**config.mk**
```make
export PLATFORM = sky130hd
export DESIGN_NAME = oam_dma_arbiter_flat
export DESIGN_NICKNAME = d
export VERILOG_FILES = /design/src/rtl/oam_dma_arbiter_if.sv /design/src/rtl/oam_dma_arbiter.sv /design/src/flat_wrapper.sv
export SDC_FILE = /design/constraint.sdc
export NUM_CORES = 1
export LEC_CHECK = 0
export ABC_AREA = 1
export CAP_MARGIN = 25
export CORE_MARGIN = 4
export CORE_UTILIZATION = 40
export DETAILED_ROUTE_END_ITERATION = 8
export PLACE_DENSITY = 0.79
export SLEW_MARGIN = 20
export SYNTH_ARGS = -nofsm -noshare
export SYNTH_HDL_FRONTEND = slang
export SYNTH_SLANG_ARGS = --single-unit
```
**constraint.sdc**
```tcl
create_clock -name i_clk -period 1.34 [get_ports i_clk]
set_input_delay 0.134 -clock i_clk [delete_from_list [all_inputs] [get_ports i_clk]]
set_output_delay 0.134 -clock i_clk [all_outputs]
set_load 0.05 [all_outputs]
```
**src/rtl/oam_dma_arbiter_if.sv**
```systemverilog
// CPU-side and system-bus-side signals of the sprite-DMA bus arbiter.
// The slave modport is the arbiter; the master modport is the CPU/bus environment.
interface oam_dma_arbiter_if;
    logic [15:0] i_cpu_addr;
    logic        i_cpu_rw;
    logic [7:0]  i_cpu_wdata;
    logic [7:0]  o_cpu_rdata;
    logic        o_cpu_rdy;
    logic [15:0] o_bus_addr;
    logic        o_bus_rw;
    logic [7:0]  o_bus_wdata;
    logic [7:0]  i_bus_rdata;
    logic        o_dma_active;

    modport slave (
        input  i_cpu_addr, i_cpu_rw, i_cpu_wdata, i_bus_rdata,
        output o_cpu_rdata, o_cpu_rdy, o_bus_addr, o_bus_rw,
        output o_bus_wdata, o_dma_active
    );

    modport master (
        output i_cpu_addr, i_cpu_rw, i_cpu_wdata, i_bus_rdata,
        input  o_cpu_rdata, o_cpu_rdy, o_bus_addr, o_bus_rw,
        input  o_bus_wdata, o_dma_active
    );
endinterface

```
**src/rtl/oam_dma_arbiter.sv**
```systemverilog
// Passes 6502 cycles to the system bus and, on a trigger write, stalls the
// CPU while copying one 256-byte page to the PPU OAM data port.
module oam_dma_arbiter #(
    parameter logic [15:0] TRIGGER_ADDR  = 16'h4014,
    parameter logic [15:0] OAM_DATA_ADDR = 16'h2004
) (
    input logic            i_clk,
    input logic            i_rst,
    oam_dma_arbiter_if.slave bus
);
    typedef enum logic [2:0] {
        S_IDLE, S_HALT, S_ALIGN, S_READ, S_WRITE
    } state_t;

    state_t     state_q, state_d;
    logic [7:0] page_q, page_d;
    logic [7:0] index_q, index_d;
    logic [7:0] latch_q, latch_d;
    logic       parity_q, parity_d;
    logic       rdy_q, rdy_d;
    logic       active_q, active_d;
    logic       trig;

    assign trig = !bus.i_cpu_rw && (bus.i_cpu_addr == TRIGGER_ADDR);

    always_comb begin
        state_d  = state_q;
        page_d   = page_q;
        index_d  = index_q;
        latch_d  = latch_q;
        parity_d = ~parity_q;
        unique case (state_q)
            S_IDLE: begin
                if (trig) begin
                    page_d  = bus.i_cpu_wdata;
                    index_d = 8'h00;
                    state_d = S_HALT;
                end
            end
            S_HALT: begin
                // A 6502 ignores RDY on writes, so only a read can halt it.
                if (!bus.i_cpu_rw) begin
                    if (trig) page_d = bus.i_cpu_wdata;
                end else begin
                    state_d = parity_q ? S_READ : S_ALIGN;
                end
            end
            S_ALIGN: state_d = S_READ;
            S_READ: begin
                latch_d = bus.i_bus_rdata;
                state_d = S_WRITE;
            end
            S_WRITE: begin
                index_d = index_q + 8'h01;
                state_d = (index_q == 8'hFF) ? S_IDLE : S_READ;
            end
            default: state_d = S_IDLE;
        endcase
        rdy_d    = (state_d == S_IDLE);
        active_d = (state_d == S_ALIGN) || (state_d == S_READ) ||
                   (state_d == S_WRITE);
    end

    always_ff @(posedge i_clk) begin
        if (i_rst) begin
            state_q  <= S_IDLE;
            page_q   <= 8'h00;
            index_q  <= 8'h00;
            latch_q  <= 8'h00;
            parity_q <= 1'b0;
            rdy_q    <= 1'b1;
            active_q <= 1'b0;
        end else begin
            state_q  <= state_d;
            page_q   <= page_d;
            index_q  <= index_d;
            latch_q  <= latch_d;
            parity_q <= parity_d;
            rdy_q    <= rdy_d;
            active_q <= active_d;
        end
    end

    always_comb begin
        bus.o_bus_addr  = bus.i_cpu_addr;
        bus.o_bus_rw    = bus.i_cpu_rw;
        bus.o_bus_wdata = bus.i_cpu_wdata;
        unique case (state_q)
            S_READ: begin
                bus.o_bus_addr = {page_q, index_q};
                bus.o_bus_rw   = 1'b1;
            end
            S_WRITE: begin
                bus.o_bus_addr  = OAM_DATA_ADDR;
                bus.o_bus_rw    = 1'b0;
                bus.o_bus_wdata = latch_q;
            end
            default: ;
        endcase
    end

    assign bus.o_cpu_rdata  = bus.i_bus_rdata;
    assign bus.o_cpu_rdy    = rdy_q;
    assign bus.o_dma_active = active_q;
endmodule

```
**src/flat_wrapper.sv**
```systemverilog
// flat-port wrapper written by rule: the top's interface ports become plain ports
module oam_dma_arbiter_flat 
#(
    parameter logic [15:0] TRIGGER_ADDR  = 16'h4014,
    parameter logic [15:0] OAM_DATA_ADDR = 16'h2004
)
  (i_clk, i_rst, bus_i_cpu_addr, bus_i_cpu_rw, bus_i_cpu_wdata, bus_i_bus_rdata, bus_o_cpu_rdata, bus_o_cpu_rdy, bus_o_bus_addr, bus_o_bus_rw, bus_o_bus_wdata, bus_o_dma_active);
  oam_dma_arbiter_if bus_i ();
  input logic i_clk;
  input logic i_rst;
  input wire logic [$bits(bus_i.i_cpu_addr)-1:0] bus_i_cpu_addr;
  input wire logic [$bits(bus_i.i_cpu_rw)-1:0] bus_i_cpu_rw;
  input wire logic [$bits(bus_i.i_cpu_wdata)-1:0] bus_i_cpu_wdata;
  input wire logic [$bits(bus_i.i_bus_rdata)-1:0] bus_i_bus_rdata;
  output wire logic [$bits(bus_i.o_cpu_rdata)-1:0] bus_o_cpu_rdata;
  output wire logic [$bits(bus_i.o_cpu_rdy)-1:0] bus_o_cpu_rdy;
  output wire logic [$bits(bus_i.o_bus_addr)-1:0] bus_o_bus_addr;
  output wire logic [$bits(bus_i.o_bus_rw)-1:0] bus_o_bus_rw;
  output wire logic [$bits(bus_i.o_bus_wdata)-1:0] bus_o_bus_wdata;
  output wire logic [$bits(bus_i.o_dma_active)-1:0] bus_o_dma_active;
  assign bus_i.i_cpu_addr = bus_i_cpu_addr;
  assign bus_i.i_cpu_rw = bus_i_cpu_rw;
  assign bus_i.i_cpu_wdata = bus_i_cpu_wdata;
  assign bus_i.i_bus_rdata = bus_i_bus_rdata;
  assign bus_o_cpu_rdata = bus_i.o_cpu_rdata;
  assign bus_o_cpu_rdy = bus_i.o_cpu_rdy;
  assign bus_o_bus_addr = bus_i.o_bus_addr;
  assign bus_o_bus_rw = bus_i.o_bus_rw;
  assign bus_o_bus_wdata = bus_i.o_bus_wdata;
  assign bus_o_dma_active = bus_i.o_dma_active;
  oam_dma_arbiter #(.TRIGGER_ADDR(TRIGGER_ADDR), .OAM_DATA_ADDR(OAM_DATA_ADDR)) u_core (.i_clk(i_clk), .i_rst(i_rst), .bus(bus_i));
endmodule
```
Word level (Yosys, flattened, before mapping)
Index checks and enable logic that the tools add are counted.
{"block": "totals", "reg_bits": 30, "wordCells": 43, "romBits": 0, "in_bits": 35, "mem_bits_rw": 0, "latch_bits": 0, "memories": 0}
{"block": "classes", "n_shift": 0, "n_reduce_logical": 10, "div_mod_pow": 0, "bitwise_logic": 1, "eq_ne": 11, "muxes": 13, "multipliers": 0, "n_addsub": 1, "n_lt_le_gt_ge": 0}
{"op": "8-bit two-way mux", "count": 4}
{"op": "16-bit one-hot mux with 2 select lines", "count": 1}
{"op": "8-bit one-hot mux with 2 select lines", "count": 2}
{"op": "16-bit by 15-bit equality test with 1-bit output, second input constant", "count": 1}
{"op": "3-bit one-hot mux with 5 select lines", "count": 1}
{"op": "3-bit by 2-bit equality test with 1-bit output, second input constant", "count": 4}
{"op": "8-bit by 1-bit adder with 8-bit output, second input constant", "count": 1}
{"op": "8-bit equality test, second input constant", "count": 1}
{"op": "3-bit equality test, second input constant", "count": 2}
{"op": "3-bit zero test", "count": 2}
{"op": "3-bit two-way mux", "count": 2}
{"op": "2-bit AND reduction", "count": 2}
{"op": "2-bit nonzero test", "count": 2}
{"op": "3-bit by 1-bit equality test with 1-bit output, second input constant", "count": 1}
{"op": "1-bit logical OR", "count": 2}
{"op": "2-bit two-way mux", "count": 1}
{"op": "2-bit by 1-bit inequality test with 1-bit output, second input constant", "count": 1}
{"op": "2-bit inequality test, second input constant", "count": 1}
{"op": "1-bit one-hot mux with 2 select lines", "count": 1}
{"op": "1-bit logical AND", "count": 1}
{"op": "1-bit zero test", "count": 1}
{"op": "1-bit two-way mux", "count": 1}
{"op": "1-bit inverter", "count": 1}

Logic depth before layout (Yosys ltp)
{"block": "depth", "word_depth": 7, "ltp_mapped": 9}

Worst setup path before layout
OpenSTA, ideal clock, no wires.
{"block": "synth_path", "path_type": "register -> output", "start": "register u_core.state_q[1]", "end": "output port bus_o_bus_rw", "arrival_ps": 1881, "setup_slack_ps": -675, "path_stages_with_launch": 7, "t_required_ps": 1206, "path_cell_list": "dfxtp_1 -> inv_2 -> nand2_2 -> nor2_4 -> buf_6 -> buf_6 -> o21ai_0"}
{"block": "synth_via", "elab_chain_len": 2, "elab_cells_between_ends": 3}
{"element": "start: declaration", "line": "oam_dma_arbiter.sv:15", "text": "state_t state_q, state_d;"}
{"element": "start signal: assignment", "line": "oam_dma_arbiter.sv:74", "text": "state_q <= state_d;"}
{"element": "3-bit equality test / 3-bit by 2-bit equality test with 1-bit output (equally long branches)", "line": "oam_dma_arbiter.sv:88", "text": "unique case (state_q)"}
{"element": "1-bit one-hot mux with 2 select lines *", "line": "oam_dma_arbiter.sv:88"}
{"element": "end: declaration", "line": "flat_wrapper.sv:18", "text": "output wire logic [$bits(bus_i.o_bus_rw)-1:0] bus_o_bus_rw;"}
Every way passes the cells marked *; elsewhere a longest branch is shown, timed or not.

Worst setup path in the final report
{"block": "layout_path", "start": "register u_core.state_q[0]", "end": "output port bus_o_bus_wdata[1]"}
{"block": "layout_via", "elab_chain_len": 2}
{"element": "3-bit equality test", "line": "oam_dma_arbiter.sv:88"}
{"element": "8-bit two-way mux", "line": "oam_dma_arbiter.sv:88"}
{"element": "end: declaration", "line": "flat_wrapper.sv:19", "text": "output wire logic [$bits(bus_i.o_bus_wdata)-1:0] bus_o_bus_wdata;"}
Every way passes these cells.

==> flow_summary.json <==
{
  "power_frac_clock_pct": 32.7,
  "post_synth_num_cell_types": 31,
  "hold-worst-slack_ns": 0.424,
  "grt_max_degree": 18,
  "layout_worst_path_cycle_share_pct": 129,
  "design.core.area_um2": 4470,
  "postSynthRegisterBits": 30,
  "p_per_area_nw_per_um2": 644,
  "regArea_um2": 607,
  "worstSetupStartpointType": "flop",
  "worst_hold_path_type": "reg -> reg",
  "critPathMaxFanout": 7,
  "post_synthesis_instance_area_um2": 1900,
  "fp.dieH_um": 76.9,
  "layout.nets": 416,
  "finalWeightedCongestion": 0.822,
  "setup_tns_ns": -10.87,
  "power_switching_mw": 0.745,
  "path_class": "reg -> out",
  "synth_sequential_area_ratio_pct": 31.7,
  "combinationalPowerShare_pct": 30.3,
  "maxCapViolations": 0,
  "clk_pin_slew_ns": 0.07,
  "netlist_instances": 271,
  "floorplan.die.width_um": 76.9,
  "postSynth.asyncResetShare_pct": 0,
  "placed_cell_area_um2": 3190,
  "worst_slew_pin_slew_ns": 0.281,
  "fp.dieArea_um2": 5910,
  "area_growth_syn_to_layout_pct": 97.7,
  "multiInputGateArea_um2": 1350,
  "layout_min_cycle_time_ns": 1.72,
  "seq_power_share_pct": 37.0,
  "internal_power_mw": 1.67,
  "diodes": 0,
  "worstPathArrival_ns": 1.59,
  "grt_pass1_vias": 2258,
  "yosys.cell_count.top_type": "nand2_1",
  "port_buffers": 69,
  "max-slew-margin-rel_pct": 81.1,
  "drc": 0,
  "timing.final.max_slew_violations": 0,
  "tritoncts.num_buffers": 5,
  "failed_checks": "setup timing",
  "clock_path_buffers": 2,
  "fillCellCount": 216,
  "grt_remaining_overflow": 0,
  "grt_usage_pct": 23.3,
  "drt-wirelength-per-cell_um": 18.6,
  "initial_core_util_pct": 42.4,
  "synth.top_cells.by_count": "nand2_1 (57), nor2_1 (38), inv_1 (34)",
  "dominantRegCellSynth": "dfxtp_1",
  "power.ir.vdd_worst_v": 0.000683,
  "htreeDepth": 2,
  "setup_repair_after_global_routing_missed_its_margin": "yes",
  "power.switching_fraction_pct": 30.8,
  "post_drt_via_cell_ratio": 5.35,
  "grt_first_pass_wirelength_um": 10900,
  "io-pin-count": 70,
  "tritoncts": "yes",
  "worst-endpoint-required_ns": 1.21,
  "remaining_antenna_violation_count": 0,
  "synth_edf_count": 0,
  "timing.final.hold_violations": 0,
  "clock-root-buffer": "clkbuf_8",
  "cp_capture_type": "primary output",
  "detail_route.first_pass.iterations": 4,
  "synth_area_per_cell_um2": 7.00,
  "synth.top_cells.by_area": "dfxtp_1 (32%), nand2_1 (11%), nor2_1 (7.5%)",
  "synth_top_area_share_pct": 31.7,
  "static-leakage-power_nw": 1.62,
  "post-synth-top-area-cell": "dfxtp_1",
  "fmax_mhz": 580,
  "rows": 24,
  "clock-skew-final_ns": 0.0139,
  "syn_nets": 307,
  "layout-drive-gt1-share_pct": 48.0,
  "cts.sink_count": 30,
  "postRouteWirelength_um": 8070,
  "insertion_delay_to_the_later_sink_of_the_worst_skew_pair_ns": 0.30,
  "violation_count_after_the_first_detailed_route_iteration": 205,
  "post-route-cell-area_um2": 3750,
  "grt_antenna_before_repair": 0,
  "report.final.setup_viol": 46,
  "synth-warning-count": 0,
  "post-route-worst-setup-slack_ns": -0.383,
  "result_of_the_run": "finished, violations left",
  "number_of_vias_after_detailed_routing": 2316,
  "hpwl_um": 4510,
  "placement.setup.worst_slack_ns": -0.203
}
==> through the flow <==
step	util [%]	total power [mW]	std cells
global route	83.8	2.49	433
floorplan	-	1.23	271
detailed placement	71.4	1.59	413
CTS	77.8	2.36	429
finish	83.8	2.42	433
global placement	71.4	1.58	413
==> final cells by class <==
type,instances,share of cell area [%]
Clock buffer,7,2.30
Clock inverter,1,0.133
Timing Repair Buffer,120,38.8
Sequential cell,30,16.2
Multi-Input combinational cell,184,36.1
Tap cell,52,1.74
Inverter,39,4.80
==> power groups by stage <==
stage | Combinational [mW] | Clock, mW | Sequential (mW)
global placement | 0.669 | 0 | 0.915
detailed placement | 0.675 | 0 | 0.915
floorplan | 0.312 | 0 | 0.914
global route | 0.752 | 0.844 | 0.894
finish | 0.731 | 0.790 | 0.895
CTS | 0.699 | 0.765 | 0.895
==> layer usage <==
layer | routed length [um] | share of wire, % | global-route usage [%]
met5 | 0 | 0 | 0
met4 | 297 | 3.7 | 10.3
met3 | 547 | 6.8 | 4.57
met2 | 4130 | 51 | 43.3
met1 | 3100 | 38 | 25.2
==> registers in the layout, summed over array words and instances, names as in the netlist <==
| name | flops |
|---|---|
| u_core.bus.o_cpu_rdy | 1 |
| u_core.parity_q | 1 |
| u_core.bus.o_dma_active | 1 |
| u_core.index_q | 8 |
| u_core.latch_q | 8 |
| u_core.page_q | 8 |
| u_core.state_q | 3 |
==> final timing paths <==
check | endpoint | slack (ns) | cells past startpoint | startpoint
hold / removal | u_core.parity_q$_SDFF_PP0_ | 0.42 | 1 | u_core.parity_q$_SDFF_PP0_
hold reg to reg | u_core.parity_q$_SDFF_PP0_ | 0.42 | 1 | u_core.parity_q$_SDFF_PP0_
setup / recovery | bus_o_bus_wdata[1] | -0.38 | 8 | u_core.state_q[0]$_SDFF_PP0_
setup reg to reg | u_core.state_q[0]$_SDFF_PP0_ | -0.21 | 9 | u_core.state_q[0]$_SDFF_PP0_
==> repair_timing <==
action | CTS | global route
endpoints found under the hold margin | 0 | 0
pin swaps | 15 | 24
setup endpoints to repair | 37 | 53
gates resized for setup | 37 | 60
buffers inserted | 8 | 5
gates cloned | 0 | 1
hold buffers | 0 | 0
==> logic make-up after synthesis <==
family | synth area share (%)
and+or+nand+nor | 33.6
buffers and inverters | 16.2
AOI/OAI and AO/OA | 17.9
DFF | 31.7
adders and majority gates | 0.660
==> cell usage in the layout (no fill, tap or decap), drive strengths merged, types with 3 or more instances in the layout <==
cell | synthesis | layout
clkbuf | 1 | 7
a21oi | 10 | 10
buf | 18 | 86
nand4 | 3 | 3
nor2 | 49 | 49
clkdlybuf4s50 | 0 | 34
nand3 | 21 | 22
inv | 38 | 38
dfxtp | 30 | 30
o22ai | 10 | 10
nor3 | 3 | 3
o21ai | 22 | 22
nand2 | 61 | 61
==> critical path, stage by stage, from the launching register on <==
cell and delay [ns]:
dfxtp_2 0.34, inv_4 0.08, nand2_4 0.07, nor2_4 0.21
buf_12 0.16, buf_12 0.14, nand2_2 0.05, nand2_2 0.08
buf_8 0.15
No activity file was read; power rests on OpenSTA's default activity.
